==> src/rtl/pulse_capture.sv <==
// Pulse train capture: measures high width and period per period and queues {width, period} records in a show-ahead FIFO.
// Optional build macro PULSE_CAPTURE_SYNC_EN adds a 2-flop input synchronizer ahead of edge detection.
module pulse_capture #(
  parameter int unsigned CNT_W = 16,
  parameter int unsigned DEPTH = 8
) (
  input  logic                     wb_clk_i,
  input  logic                     wb_rst_i,
  input  logic                     en_i,
  input  logic                     clr_i,
  input  logic                     pulse_i,
  input  logic                     cap_rd_i,
  output logic [2*CNT_W-1:0]       cap_data_o,
  output logic                     cap_empty_o,
  output logic                     cap_full_o,
  output logic [$clog2(DEPTH):0]   cap_level_o,
  output logic                     cap_ovf_o
);

  localparam int unsigned PTR_W = $clog2(DEPTH);
  localparam int unsigned LVL_W = PTR_W + 1;

  typedef struct packed {
    logic [CNT_W-1:0] width;
    logic [CNT_W-1:0] period;
  } rec_t;

  typedef enum logic [1:0] {IDLE, HIGH, LOW} state_t;

  function automatic logic [CNT_W-1:0] sat_inc(input logic [CNT_W-1:0] v);
    return (&v) ? v : v + CNT_W'(1);
  endfunction

  logic p;
  logic p_q;
  logic rise;
  logic fall;

`ifdef PULSE_CAPTURE_SYNC_EN
  logic [1:0] sync_q;

  always_ff @(posedge wb_clk_i or posedge wb_rst_i) begin
    if (wb_rst_i) sync_q <= '0;
    else          sync_q <= {sync_q[0], pulse_i};
  end

  assign p = sync_q[1];
`else
  assign p = pulse_i;
`endif

  always_ff @(posedge wb_clk_i or posedge wb_rst_i) begin
    if (wb_rst_i) p_q <= 1'b0;
    else          p_q <= p;
  end

  assign rise = p & ~p_q;
  assign fall = ~p & p_q;

  // Measurement FSM and counters
  state_t           state_q, state_d;
  logic [CNT_W-1:0] hi_cnt_q, hi_cnt_d;
  logic [CNT_W-1:0] per_cnt_q, per_cnt_d;
  logic [CNT_W-1:0] hi_width_q, hi_width_d;
  logic             push;
  rec_t             push_rec;

  always_ff @(posedge wb_clk_i or posedge wb_rst_i) begin
    if (wb_rst_i) begin
      state_q    <= IDLE;
      hi_cnt_q   <= '0;
      per_cnt_q  <= '0;
      hi_width_q <= '0;
    end else begin
      state_q    <= state_d;
      hi_cnt_q   <= hi_cnt_d;
      per_cnt_q  <= per_cnt_d;
      hi_width_q <= hi_width_d;
    end
  end

  always_comb begin
    state_d    = state_q;
    hi_cnt_d   = hi_cnt_q;
    per_cnt_d  = per_cnt_q;
    hi_width_d = hi_width_q;
    push       = 1'b0;
    if (!en_i) begin
      state_d    = IDLE;
      hi_cnt_d   = '0;
      per_cnt_d  = '0;
      hi_width_d = '0;
    end else begin
      case (state_q)
        IDLE: begin
          if (rise) begin
            state_d   = HIGH;
            hi_cnt_d  = CNT_W'(1);
            per_cnt_d = CNT_W'(1);
          end
        end
        HIGH: begin
          hi_cnt_d  = sat_inc(hi_cnt_q);
          per_cnt_d = sat_inc(per_cnt_q);
          if (fall) begin
            hi_width_d = hi_cnt_q;
            state_d    = LOW;
          end
        end
        LOW: begin
          per_cnt_d = sat_inc(per_cnt_q);
          if (rise) begin
            push      = 1'b1;
            hi_cnt_d  = CNT_W'(1);
            per_cnt_d = CNT_W'(1);
            state_d   = HIGH;
          end
        end
        default: state_d = IDLE;
      endcase
    end
  end

  assign push_rec = '{width: hi_width_q, period: per_cnt_q};

  // Record FIFO with registered show-ahead head
  rec_t             mem [DEPTH];
  logic [PTR_W-1:0] wr_ptr_q, wr_ptr_d;
  logic [PTR_W-1:0] rd_ptr_q, rd_ptr_d;
  logic [LVL_W-1:0] level_d;
  logic             ovf_d;
  rec_t             data_d;
  logic             wr_en;
  logic             pop_ok;

  always_comb begin
    wr_ptr_d = wr_ptr_q;
    rd_ptr_d = rd_ptr_q;
    level_d  = cap_level_o;
    ovf_d    = cap_ovf_o;
    data_d   = cap_data_o;
    wr_en    = 1'b0;
    pop_ok   = cap_rd_i & ~cap_empty_o;
    if (clr_i) begin
      wr_ptr_d = '0;
      rd_ptr_d = '0;
      level_d  = '0;
      ovf_d    = 1'b0;
      data_d   = '0;
    end else begin
      wr_en = push & (~cap_full_o | pop_ok);
      if (push && cap_full_o && !pop_ok) ovf_d = 1'b1;
      if (wr_en)  wr_ptr_d = wr_ptr_q + PTR_W'(1);
      if (pop_ok) rd_ptr_d = rd_ptr_q + PTR_W'(1);
      level_d = cap_level_o + LVL_W'(wr_en) - LVL_W'(pop_ok);
      // Bypass the write when it lands on the slot becoming the head
      data_d  = (wr_en && (wr_ptr_q == rd_ptr_d)) ? push_rec : mem[rd_ptr_d];
    end
  end

  always_ff @(posedge wb_clk_i) begin
    if (wr_en) mem[wr_ptr_q] <= push_rec;
  end

  always_ff @(posedge wb_clk_i or posedge wb_rst_i) begin
    if (wb_rst_i) begin
      wr_ptr_q    <= '0;
      rd_ptr_q    <= '0;
      cap_level_o <= '0;
      cap_empty_o <= 1'b1;
      cap_full_o  <= 1'b0;
      cap_ovf_o   <= 1'b0;
      cap_data_o  <= '0;
    end else begin
      wr_ptr_q    <= wr_ptr_d;
      rd_ptr_q    <= rd_ptr_d;
      cap_level_o <= level_d;
      cap_empty_o <= (level_d == '0);
      cap_full_o  <= (level_d == LVL_W'(DEPTH));
      cap_ovf_o   <= ovf_d;
      cap_data_o  <= data_d;
    end
  end

endmodule

==> config.mk <==
export PLATFORM = sky130hd
export DESIGN_NAME = pulse_capture
export DESIGN_NICKNAME = d
export VERILOG_FILES = /design/src/rtl/pulse_capture.sv
export SDC_FILE = /design/constraint.sdc
export NUM_CORES = 1
export LEC_CHECK = 0
export ABC_AREA = 1
export CAP_MARGIN = 20
export CORE_MARGIN = 10
export CORE_UTILIZATION = 65
export CTS_CLUSTER_DIAMETER = 100
export DETAILED_ROUTE_END_ITERATION = 8
export PLACE_DENSITY = 0.89
export SETUP_SLACK_MARGIN = 0.15
export SYNTH_ARGS = -nofsm -noshare
export SYNTH_HDL_FRONTEND = slang
export SYNTH_SLANG_ARGS = --single-unit
export TNS_END_PERCENT = 20
==> constraint.sdc <==
create_clock -name wb_clk_i -period 9.29 [get_ports wb_clk_i]
set_input_delay 1.858 -clock wb_clk_i [delete_from_list [all_inputs] [get_ports wb_clk_i]]
set_output_delay 1.858 -clock wb_clk_i [all_outputs]
set_load 0.05 [all_outputs]
==> results of run 1 <==
layout make-up:
type                            instances  share of cell area (%)
Sequential cell                       352                    58.9
Multi-Input combinational cell        983                    26.1
Clock buffer                           47                    5.80
Timing Repair Buffer                   67                    3.88
Tap cell                              313                    2.28
Inverter                               95                    2.09
Clock inverter                         17                   0.949
where the power goes:
group	internal, mW	total, mW	switching (mW)
logic	0.342	1.22	0.874
registers	1.76	1.82	0.0612
clock network	0.839	1.43	0.588
total	2.94	4.46	1.52
tightest hold or removal path: stages (launching register included):
cell and delay [ps]:
dfrtp_1 370, nand2_1 60, o21ai_0 60
metrics by stage:
step | worst slack [ps] | std cells | hold WS [ps] | utilization, % | total power, mW
final | 4010 | 1874 | 528 | 75.0 | 4.46
after global routing | 3850 | 1874 | 561 | 75.0 | 4.64
after CTS | 4150 | 1871 | 522 | 74.7 | 4.44
after detailed placement | 3650 | 1807 | 508 | 69.6 | 3.02
after global placement | 3860 | 1807 | 481 | 69.6 | 2.98
after floorplan | 4010 | 1503 | 475 | - | 2.70
final timing paths:
path                             endpoint  slack (ps)  cells past startpoint
min in group asynchronous    hi_cnt_q[12]        1690                      2
setup / recovery           cap_data_o[15]        4010                     10
hold reg to reg              hi_cnt_q[15]         530                      2
hold / removal               hi_cnt_q[15]         530                      2
max in group asynchronous   cap_data_o[5]        6270                      3
setup reg to reg               mem[0][16]        5380                      9
cell families after synthesis:
kind of cell	Yosys count	synth area share, %
flip-flops	352	66.2
adder cells (fa/ha/maj)	13	1.12
buffers and inverters	168	4.78
AO/OA/AOI/OAI	64	2.28
AND/OR/NAND/NOR	901	25.3
XOR/XNOR	5	0.337
cells in the mapped netlist, drive strengths merged:
cell type / count
nand4: 42
xor2: 4
nand3b: 1
o211ai: 1
nor3: 16
inv: 94
o31a: 1
o21ai: 40
a21o: 1
nand3: 240
dfrtp: 95
a211oi: 1
nor3b: 1
clkbuf: 17
fa: 1
edfxtp: 256
a21oi: 10
xnor2: 1
nor2: 159
o22ai: 8
and3: 1
dfstp: 1
nand2: 441
ha: 12
buf: 56
clkinv: 1
a31oi: 2
state kept, by name, summed over array words and instances, names as in the netlist, 2 cells and up:
signal	flops
mem	256
cap_data_o	32
hi_cnt_q	16
hi_width_q	16
per_cnt_q	16
cap_level_o	4
rd_ptr_q	3
wr_ptr_q	3
state_q	2
routing by layer:
metal	global-route usage, %	up-vias	wire length, um
li1	-	5159	-
met1	31.1	5593	14100
met2	41.1	763	19000
met3	4.99	121	4150
met4	10.6	0	1190
met5	0	-	0
==> flow_metrics.py, run 1 <==
metrics = {
    "status": {
        "status": "finished, final reports clean",
    },
    "route": {
        "drt_iter0_drc": 1826,
        "dr_total_vias": 11600,
        "final_antenna_net_count": 0,
        "viasPerCell": 6.21,
        "first_pass_iters": 6,
        "routed_wl_um": 38500,
        "wl_per_cell_um": 20.5,
        "route.detailed.drc": 0,
    },
    "final_layout": {
        "n_antenna_cell": 0,
        "fin_area_mm2": 0.0171,
        "area_delta_synth_final_pct": 12.5,
        "most-common-layout-cells": "nand2_1 (432), edfxtp_1 (256), nand3_1 (238), nor2_1 (153), dfrtp_1 (95)",
        "final_common_cell": "nand2_1",
        "multi_input_area_mm2": 0.00448,
        "drive_gt1_share_pct": 6.85,
        "final_nets": 1554,
        "seq_area_mm2": 0.0101,
        "fillers": 1390,
    },
    "global_routing": {
        "grtUsageTotal_pct": 24.8,
        "grt_pass1_vias": 11700,
        "grt_pass1_wl_um": 60600,
        "grt-ovfl-total": 0,
        "grt_start_max_net_pins": 97,
        "antenna_found_initial": 0,
    },
    "die": {
        "ios": 45,
        "fp.dieArea_mm2": 0.0300,
        "core_area_mm2": 0.0228,
        "fp.dieH_um": 173,
        "start_util_pct": 66.7,
        "die_w_um": 173,
        "placementRows": 55,
    },
    "clock_network": {
        "clk_latency_ps": 520,
        "cts.htree.levels": 2,
        "cts_buffers": 36,
        "cts_hold_buf": 0,
        "cts_setup_buffers": 0,
        "cts_tree": "done",
        "clock_sinks": 352,
        "ctsResizeCount": 0,
        "cts_root_buffer": "clkbuf_16",
        "clkTransAtPathRegs_ps": 60,
        "clockBufferDepth": 3,
    },
    "worst_setup_path": {
        "cp-end-kind": "flip-flop",
        "cp.required_ps": 9730,
        "max_stage_delay_ps": 930,
        "crit_fanout": 96,
        "startpoint_type": "input port",
        "path_buf_inv": 2,
        "slowest_stage": "buf_4",
        "crit_path_start": "cap_rd_i",
        "worstPathCellList": "clkdlybuf4s50_1 -> nand3_2 -> nand2_4 -> buf_4 -> nand2_1 -> nand3_1 -> nand3_1 -> nand2_1 -> nor2_1 -> nor2_1",
        "path_delay_family": "simple AND/OR/NAND/NOR gates",
        "critPathArrivalTime_ps": 5720,
        "path_class": "input port to flip-flop",
        "rr_startpoint": "state_q[0]",
    },
    "timing": {
        "finalSetupViolCount": 0,
        "finalCritPeriodShare_pct": 56.8,
        "final.setup.tns_ps": 0,
        "fin_crit_ps": 5280,
        "hold_viol": 0,
        "fmax_ghz": 0.190,
        "rsz0062_at_grt": "no",
        "skew_ps": 11.3,
        "slew_headroom_pct": 24.4,
        "worst_slew_pin_slew_ps": 1130,
        "finalMaxSlewViolations": 0,
    },
    "power_and_ir_drop": {
        "ir_drop_mv": 0.152,
        "p_per_area_mw_per_mm2": 260,
        "p_leak_nw": 6.87,
    },
    "worst_hold_path": {
        "hold_start": "hi_cnt_q[15]",
        "hp-class": "flip-flop to flip-flop",
    },
    "yosys": {
        "synth_cells": 1503,
        "yosysTopAreaCellShare_pct": 50.4,
        "synthesis.nets": 1522,
        "ys_seq_area_share_pct": 66.2,
        "ys_ff_latch": 352,
        "ys_types": 37,
        "synth_top_cell_by_area": "edfxtp_1",
        "synthTopCellsByArea": "edfxtp_1 (50%), dfrtp_1 (16%), nand2_1 (11%), nand3_1 (7.8%), nor2_1 (3.8%)",
        "syn_area_per_cell_um2": 10.1,
        "ys.warnings.count": 0,
        "synth_area_mm2": 0.0152,
    },
    "place": {
        "place_hpwl_um": 21200,
        "place_congestion": 0.895,
        "numPortBuffers": 44,
        "placed_area_mm2": 0.0159,
    },
    "run": {
        "cap_violations": 0,
    },
}
No activity file was read; power rests on OpenSTA's default activity.
==> inputs of run 2 (changes only) <==
--- a/config.mk
+++ b/config.mk
@@ -8,10 +8,10 @@
 export ABC_AREA = 1
 export CAP_MARGIN = 20
 export CORE_MARGIN = 10
-export CORE_UTILIZATION = 65
+export CORE_UTILIZATION = 55
 export CTS_CLUSTER_DIAMETER = 100
 export DETAILED_ROUTE_END_ITERATION = 8
-export PLACE_DENSITY = 0.89
+export PLACE_DENSITY = 0.8
 export SETUP_SLACK_MARGIN = 0.15
 export SYNTH_ARGS = -nofsm -noshare
 export SYNTH_HDL_FRONTEND = slang
==> constraint.sdc (replaced) <==
create_clock -name wb_clk_i -period 4.6 [get_ports wb_clk_i]
set_input_delay 0.92 -clock wb_clk_i [delete_from_list [all_inputs] [get_ports wb_clk_i]]
set_output_delay 0.92 -clock wb_clk_i [all_outputs]
set_load 0.05 [all_outputs]
==> run 2 against run 1 <==
  * Register-to-register slack worse by 4000 ps
  * Setup slack worse by 2800 ps
  * Highest routed layer unchanged
  * Non-clock buffer count up 6
  * Sequential share of layout area down 0.13 points
  * Hold slack better by 17 ps
  * Design area up 0.23%
  * Critical path type unchanged
==> flow_metrics.py, run 2 (synthesized netlist as in run 1, its figures left out) <==
metrics = {
    "die": {
        "ios": 45,
        "fp.dieArea_mm2": 0.0348,
        "placementRows": 60,
        "fp.dieH_um": 186,
        "core_area_mm2": 0.0271,
        "start_util_pct": 56.2,
        "die_w_um": 186,
    },
    "final_layout": {
        "drive_gt1_share_pct": 7.15,
        "largest_reg_flops": 256,
        "fin_area_mm2": 0.0172,
        "reg.largest.list": "mem (256), cap_data_o (32)",
        "final_nets": 1560,
        "area_delta_synth_final_pct": 12.7,
        "regMostFlops": "mem",
        "most-common-layout-cells": "nand2_1 (432), edfxtp_1 (256), nand3_1 (238), nor2_1 (153), dfrtp_1 (95)",
        "n_antenna_cell": 0,
        "final_common_cell": "nand2_1",
        "fin_util_pct": 63.4,
    },
    "route": {
        "final_antenna_net_count": 0,
        "viasPerCell": 5.79,
        "drt_iter0_drc": 1110,
        "wl_per_cell_um": 19.1,
        "routed_wl_um": 37100,
        "route.detailed.drc": 0,
        "first_pass_iters": 5,
        "dr_total_vias": 11200,
    },
    "place": {
        "numPortBuffers": 44,
        "place_hpwl_um": 21300,
        "placed_area_mm2": 0.0161,
        "place_congestion": 0.868,
    },
    "power_and_ir_drop": {
        "ir_drop_mv": 0.301,
        "p_per_area_mw_per_mm2": 514,
        "total_power_mw": 8.84,
        "p_leak_nw": 6.86,
    },
    "worst_setup_path": {
        "cp.required_ps": 5040,
        "reg2regPathDepth": 16,
        "crit_fanout": 5,
        "reg2reg_slack_ps": 1360,
        "cp-end-kind": "flip-flop",
        "startpoint_type": "input port",
        "rr_startpoint": "state_q[0]",
        "path_class": "input port to flip-flop",
        "regToRegEndpoint": "cap_full_o",
        "critPathArrivalTime_ps": 3850,
    },
    "global_routing": {
        "grt_pass1_wl_um": 59000,
        "grt_pass1_vias": 11000,
        "grt-ovfl-total": 0,
        "antenna_found_initial": 0,
        "grtUsageTotal_pct": 20.8,
        "grt_start_max_net_pins": 130,
    },
    "clock_network": {
        "clock_sinks": 352,
        "cts_buffers": 36,
        "cts_root_buffer": "clkbuf_16",
        "cts_setup_buffers": 0,
        "ctsResizeCount": 0,
        "clkTransAtPathRegs_ps": 60,
        "cts_hold_buf": 0,
        "clockBufferDepth": 3,
        "cts.htree.levels": 2,
        "clk_latency_ps": 510,
        "cts_tree": "done",
    },
    "worst_hold_path": {
        "min_path_cells": 2,
        "hold-path-endpoint": "cap_ovf_o",
        "hp-class": "flip-flop to flip-flop",
        "hold_start": "cap_ovf_o",
    },
    "status": {
        "status": "finished, final reports clean",
    },
    "timing": {
        "finalSetupViolCount": 0,
        "fin_crit_ps": 3410,
        "finalCritPeriodShare_pct": 74.1,
        "hold_viol": 0,
        "finalMaxSlewViolations": 0,
        "rsz0062_at_grt": "no",
        "fmax_ghz": 0.293,
        "skew_ps": 10.1,
        "slew_headroom_pct": 45.0,
        "hold_ws_ps": 545,
        "final.setup.tns_ps": 0,
        "worst_slew_pin_slew_ps": 823,
    },
    "run": {
        "cap_violations": 0,
    },
}
run 2: worst max-delay path, stage by stage:
cell	delay (ps)
clkdlybuf4s50_1	570
nand3_1	140
nor2_1	410
nand2_1	240
ha_1	350
inv_1	40
ha_1	200
fa_1	440
inv_1	70
nor2_1	50
nor2_1	110
inv_1	50
nor2_1	110
inv_1	60
nor2_1	90
run 2: worst max path at each step:
| stage | startpoint | end | slack, ps | depth (start not counted) |
|---|---|---|---|---|
| 3_3_place_gp | pulse_i | cap_full_o | 740 | 15 |
| 6_report | pulse_i | cap_full_o | 1190 | 15 |
| 2_1_floorplan | en_i | mem[0][0] | 260 | 7 |
| 5_1_grt | pulse_i | cap_full_o | 990 | 15 |
| 4_1_cts | pulse_i | cap_full_o | 1200 | 15 |
| 3_5_place_dp | pulse_i | cap_full_o | 690 | 15 |
run 2: per-stage QoR:
step,cells,worst slack (ps)
after floorplan,1503,258
after global placement,1875,745
after detailed placement,1875,685
after CTS,1939,1200
after global routing,1939,990
final,1939,1190
run 2: final cells by class:
type	instances	area [um^2]
multi-input combinational	983	4480
clock buffer	53	1040
clock inverter	11	55.1
sequential	352	10100
tap	372	465
inverter	95	359
fill	2062	9920
timing repair buffer	73	696
run 2: where the power goes:
group          total, mW  internal, mW  leakage (nW)  switching (mW)
registers           3.66          3.55          3.72           0.107
logic               2.47         0.709          2.61            1.76
clock network       2.71          1.56         0.539            1.15
total               8.84          5.82          6.86            3.02
run 2: per-layer routing:
layer,track usage (%),wire (um)
met5,0,0
met4,8.06,1070
met2,35.9,18700
met1,25.7,14100
met3,3.45,3250
==> inputs of run 3 (changes only) <==
--- a/config.mk
+++ b/config.mk
@@ -8,10 +8,10 @@
 export ABC_AREA = 1
 export CAP_MARGIN = 20
 export CORE_MARGIN = 10
-export CORE_UTILIZATION = 55
+export CORE_UTILIZATION = 61
 export CTS_CLUSTER_DIAMETER = 100
 export DETAILED_ROUTE_END_ITERATION = 8
-export PLACE_DENSITY = 0.8
+export PLACE_DENSITY = 0.84
 export SETUP_SLACK_MARGIN = 0.15
 export SYNTH_ARGS = -nofsm -noshare
 export SYNTH_HDL_FRONTEND = slang
==> constraint.sdc (replaced) <==
create_clock -name wb_clk_i -period 3.5 [get_ports wb_clk_i]
set_input_delay 0.7 -clock wb_clk_i [delete_from_list [all_inputs] [get_ports wb_clk_i]]
set_output_delay 0.7 -clock wb_clk_i [all_outputs]
set_load 0.05 [all_outputs]
==> run 3 against run 2 <==
  * Via count grew 1.3%
  * Flip-flop and latch count is the same
  * Non-clock buffer count grew 10
  * Register-to-register slack lost 780 ps
  * Sequential power grew 31%
  * First-iteration DRC count grew 31%
  * Clock power grew 34%
  * Wire length grew 0.37%
  * Critical path type is now flip-flop to flip-flop
  * Power grew 33%
  * Critical path depth grew 2
  * Highest routed layer unchanged
==> flow_metrics.py, run 3 (synthesized netlist as in run 1, its figures left out) <==
metrics = {
    "worst_hold_path": {
        "min_path_cells": 2,
        "hp-class": "flip-flop to flip-flop",
        "hold-path-endpoint": "cap_ovf_o",
        "hold_start": "cap_ovf_o",
    },
    "global_routing": {
        "grtUsageTotal_pct": 23.3,
        "grt_pass1_wl_um": 58400,
        "antenna_found_initial": 0,
        "grt_start_max_net_pins": 97,
        "grt_pass1_vias": 11000,
        "grt-ovfl-total": 0,
    },
    "die": {
        "fp.dieH_um": 178,
        "core_area_mm2": 0.0245,
        "die_w_um": 178,
        "start_util_pct": 62.3,
        "fp.dieArea_mm2": 0.0317,
        "ios": 45,
        "placementRows": 57,
    },
    "timing": {
        "finalCritPeriodShare_pct": 83.5,
        "fin_crit_ps": 2920,
        "hold_viol": 0,
        "skew_ps": 19.0,
        "worst_slew_pin_slew_ps": 764,
        "finalSetupViolCount": 0,
        "rsz0062_at_grt": "no",
        "final.setup.tns_ps": 0,
        "finalMaxSlewViolations": 0,
        "fmax_ghz": 0.342,
        "slew_headroom_pct": 48.9,
    },
    "route": {
        "routed_wl_um": 37200,
        "drt_iter0_drc": 1457,
        "dr_total_vias": 11400,
        "wl_per_cell_um": 19.6,
        "viasPerCell": 5.98,
        "first_pass_iters": 7,
        "final_antenna_net_count": 0,
        "route.detailed.drc": 0,
    },
    "clock_network": {
        "cts_buffers": 36,
        "clkTransAtPathRegs_ps": 60,
        "cts_hold_buf": 0,
        "clk_latency_ps": 510,
        "cts_setup_buffers": 0,
        "cts.htree.levels": 2,
        "clockBufferDepth": 3,
        "cts_root_buffer": "clkbuf_16",
        "ctsResizeCount": 0,
        "clock_sinks": 352,
        "cts_tree": "done",
    },
    "power_and_ir_drop": {
        "p_leak_nw": 6.93,
        "p_per_area_mw_per_mm2": 678,
        "ir_drop_mv": 0.558,
        "total_power_mw": 11.7,
    },
    "final_layout": {
        "drive_gt1_share_pct": 7.48,
        "final_common_cell": "nand2_1",
        "area_delta_synth_final_pct": 13.5,
        "largest_reg_flops": 256,
        "final_nets": 1570,
        "most-common-layout-cells": "nand2_1 (432), edfxtp_1 (256), nand3_1 (238), nor2_1 (153), dfrtp_1 (95)",
        "regMostFlops": "mem",
        "reg.largest.list": "mem (256), cap_data_o (32)",
        "n_antenna_cell": 0,
    },
    "worst_setup_path": {
        "path_class": "flip-flop to flip-flop",
        "reg2regPathDepth": 17,
        "crit_fanout": 7,
        "rr_startpoint": "state_q[0]",
        "regToRegEndpoint": "cap_full_o",
        "cp-end-kind": "flip-flop",
        "critPathArrivalTime_ps": 3360,
        "reg2reg_slack_ps": 580,
        "startpoint_type": "flip-flop",
        "cp.required_ps": 3940,
    },
    "run": {
        "cap_violations": 0,
    },
    "place": {
        "place_hpwl_um": 22100,
        "numPortBuffers": 44,
        "place_congestion": 0.883,
    },
    "status": {
        "status": "finished, final reports clean",
    },
}
## run 3: metrics by stage
step	hold WS, ps	cell area [um^2]	worst slack (ps)	utilization (%)	cells
6_report	542	17300	579	70.7	1901
5_1_grt	564	17300	318	70.7	1901
4_1_cts	550	17300	584	70.7	1901
3_5_place_dp	532	16200	252	66.2	1837
3_3_place_gp	491	16200	315	66.2	1837
2_1_floorplan	475	15200	-622	-	1503
## run 3: where the power goes
| part | switching, mW | internal (mW) | leakage [nW] |
|---|---|---|---|
| combinational | 2.33 | 0.966 | 2.67 |
| clock | 1.52 | 2.12 | 0.541 |
| sequential | 0.142 | 4.67 | 3.72 |
## run 3: metal layers
layer / GRT usage [%] / up-vias / wire (um)
met4: 8.02 / 0 / 1130
met1: 30.4 / 5407 / 14300
met2: 39.4 / 664 / 18400
li1: - / 5188 / -
met3: 3.38 / 113 / 3430
met5: 0 / - / 0
## run 3: worst max-delay path by stage
stage                     startpoint          to  slack [ps]  cells past startpoint
final                     state_q[0]  cap_full_o         580                     17
after global routing      state_q[0]  cap_full_o         320                     17
after floorplan                 en_i   mem[0][0]        -620                      7
after detailed placement     pulse_i  cap_full_o         250                     16
after CTS                 state_q[0]  cap_full_o         580                     17
after global placement       pulse_i  cap_full_o         320                     16
## run 3: layout make-up
| type | instances | area, um^2 |
|---|---|---|
| tap | 324 | 405 |
| inverter | 95 | 359 |
| clock buffer | 48 | 977 |
| timing repair buffer | 83 | 858 |
| sequential | 352 | 10100 |
| multi-input combinational | 983 | 4480 |
| fill | 1617 | 7160 |
| clock inverter | 16 | 134 |
## run 3: worst max-delay path: stages (launching register included)
cell and delay (ps):
dfrtp_1 400, inv_1 190, ha_1 250, nand3_1 130
nor2_1 130, buf_4 180, nand2_1 90, ha_1 280
inv_1 40, ha_1 200, fa_1 430, inv_1 60
nor2_1 50, nor2_1 110, inv_1 50, nor2_1 120
inv_1 50, nor2_1 90
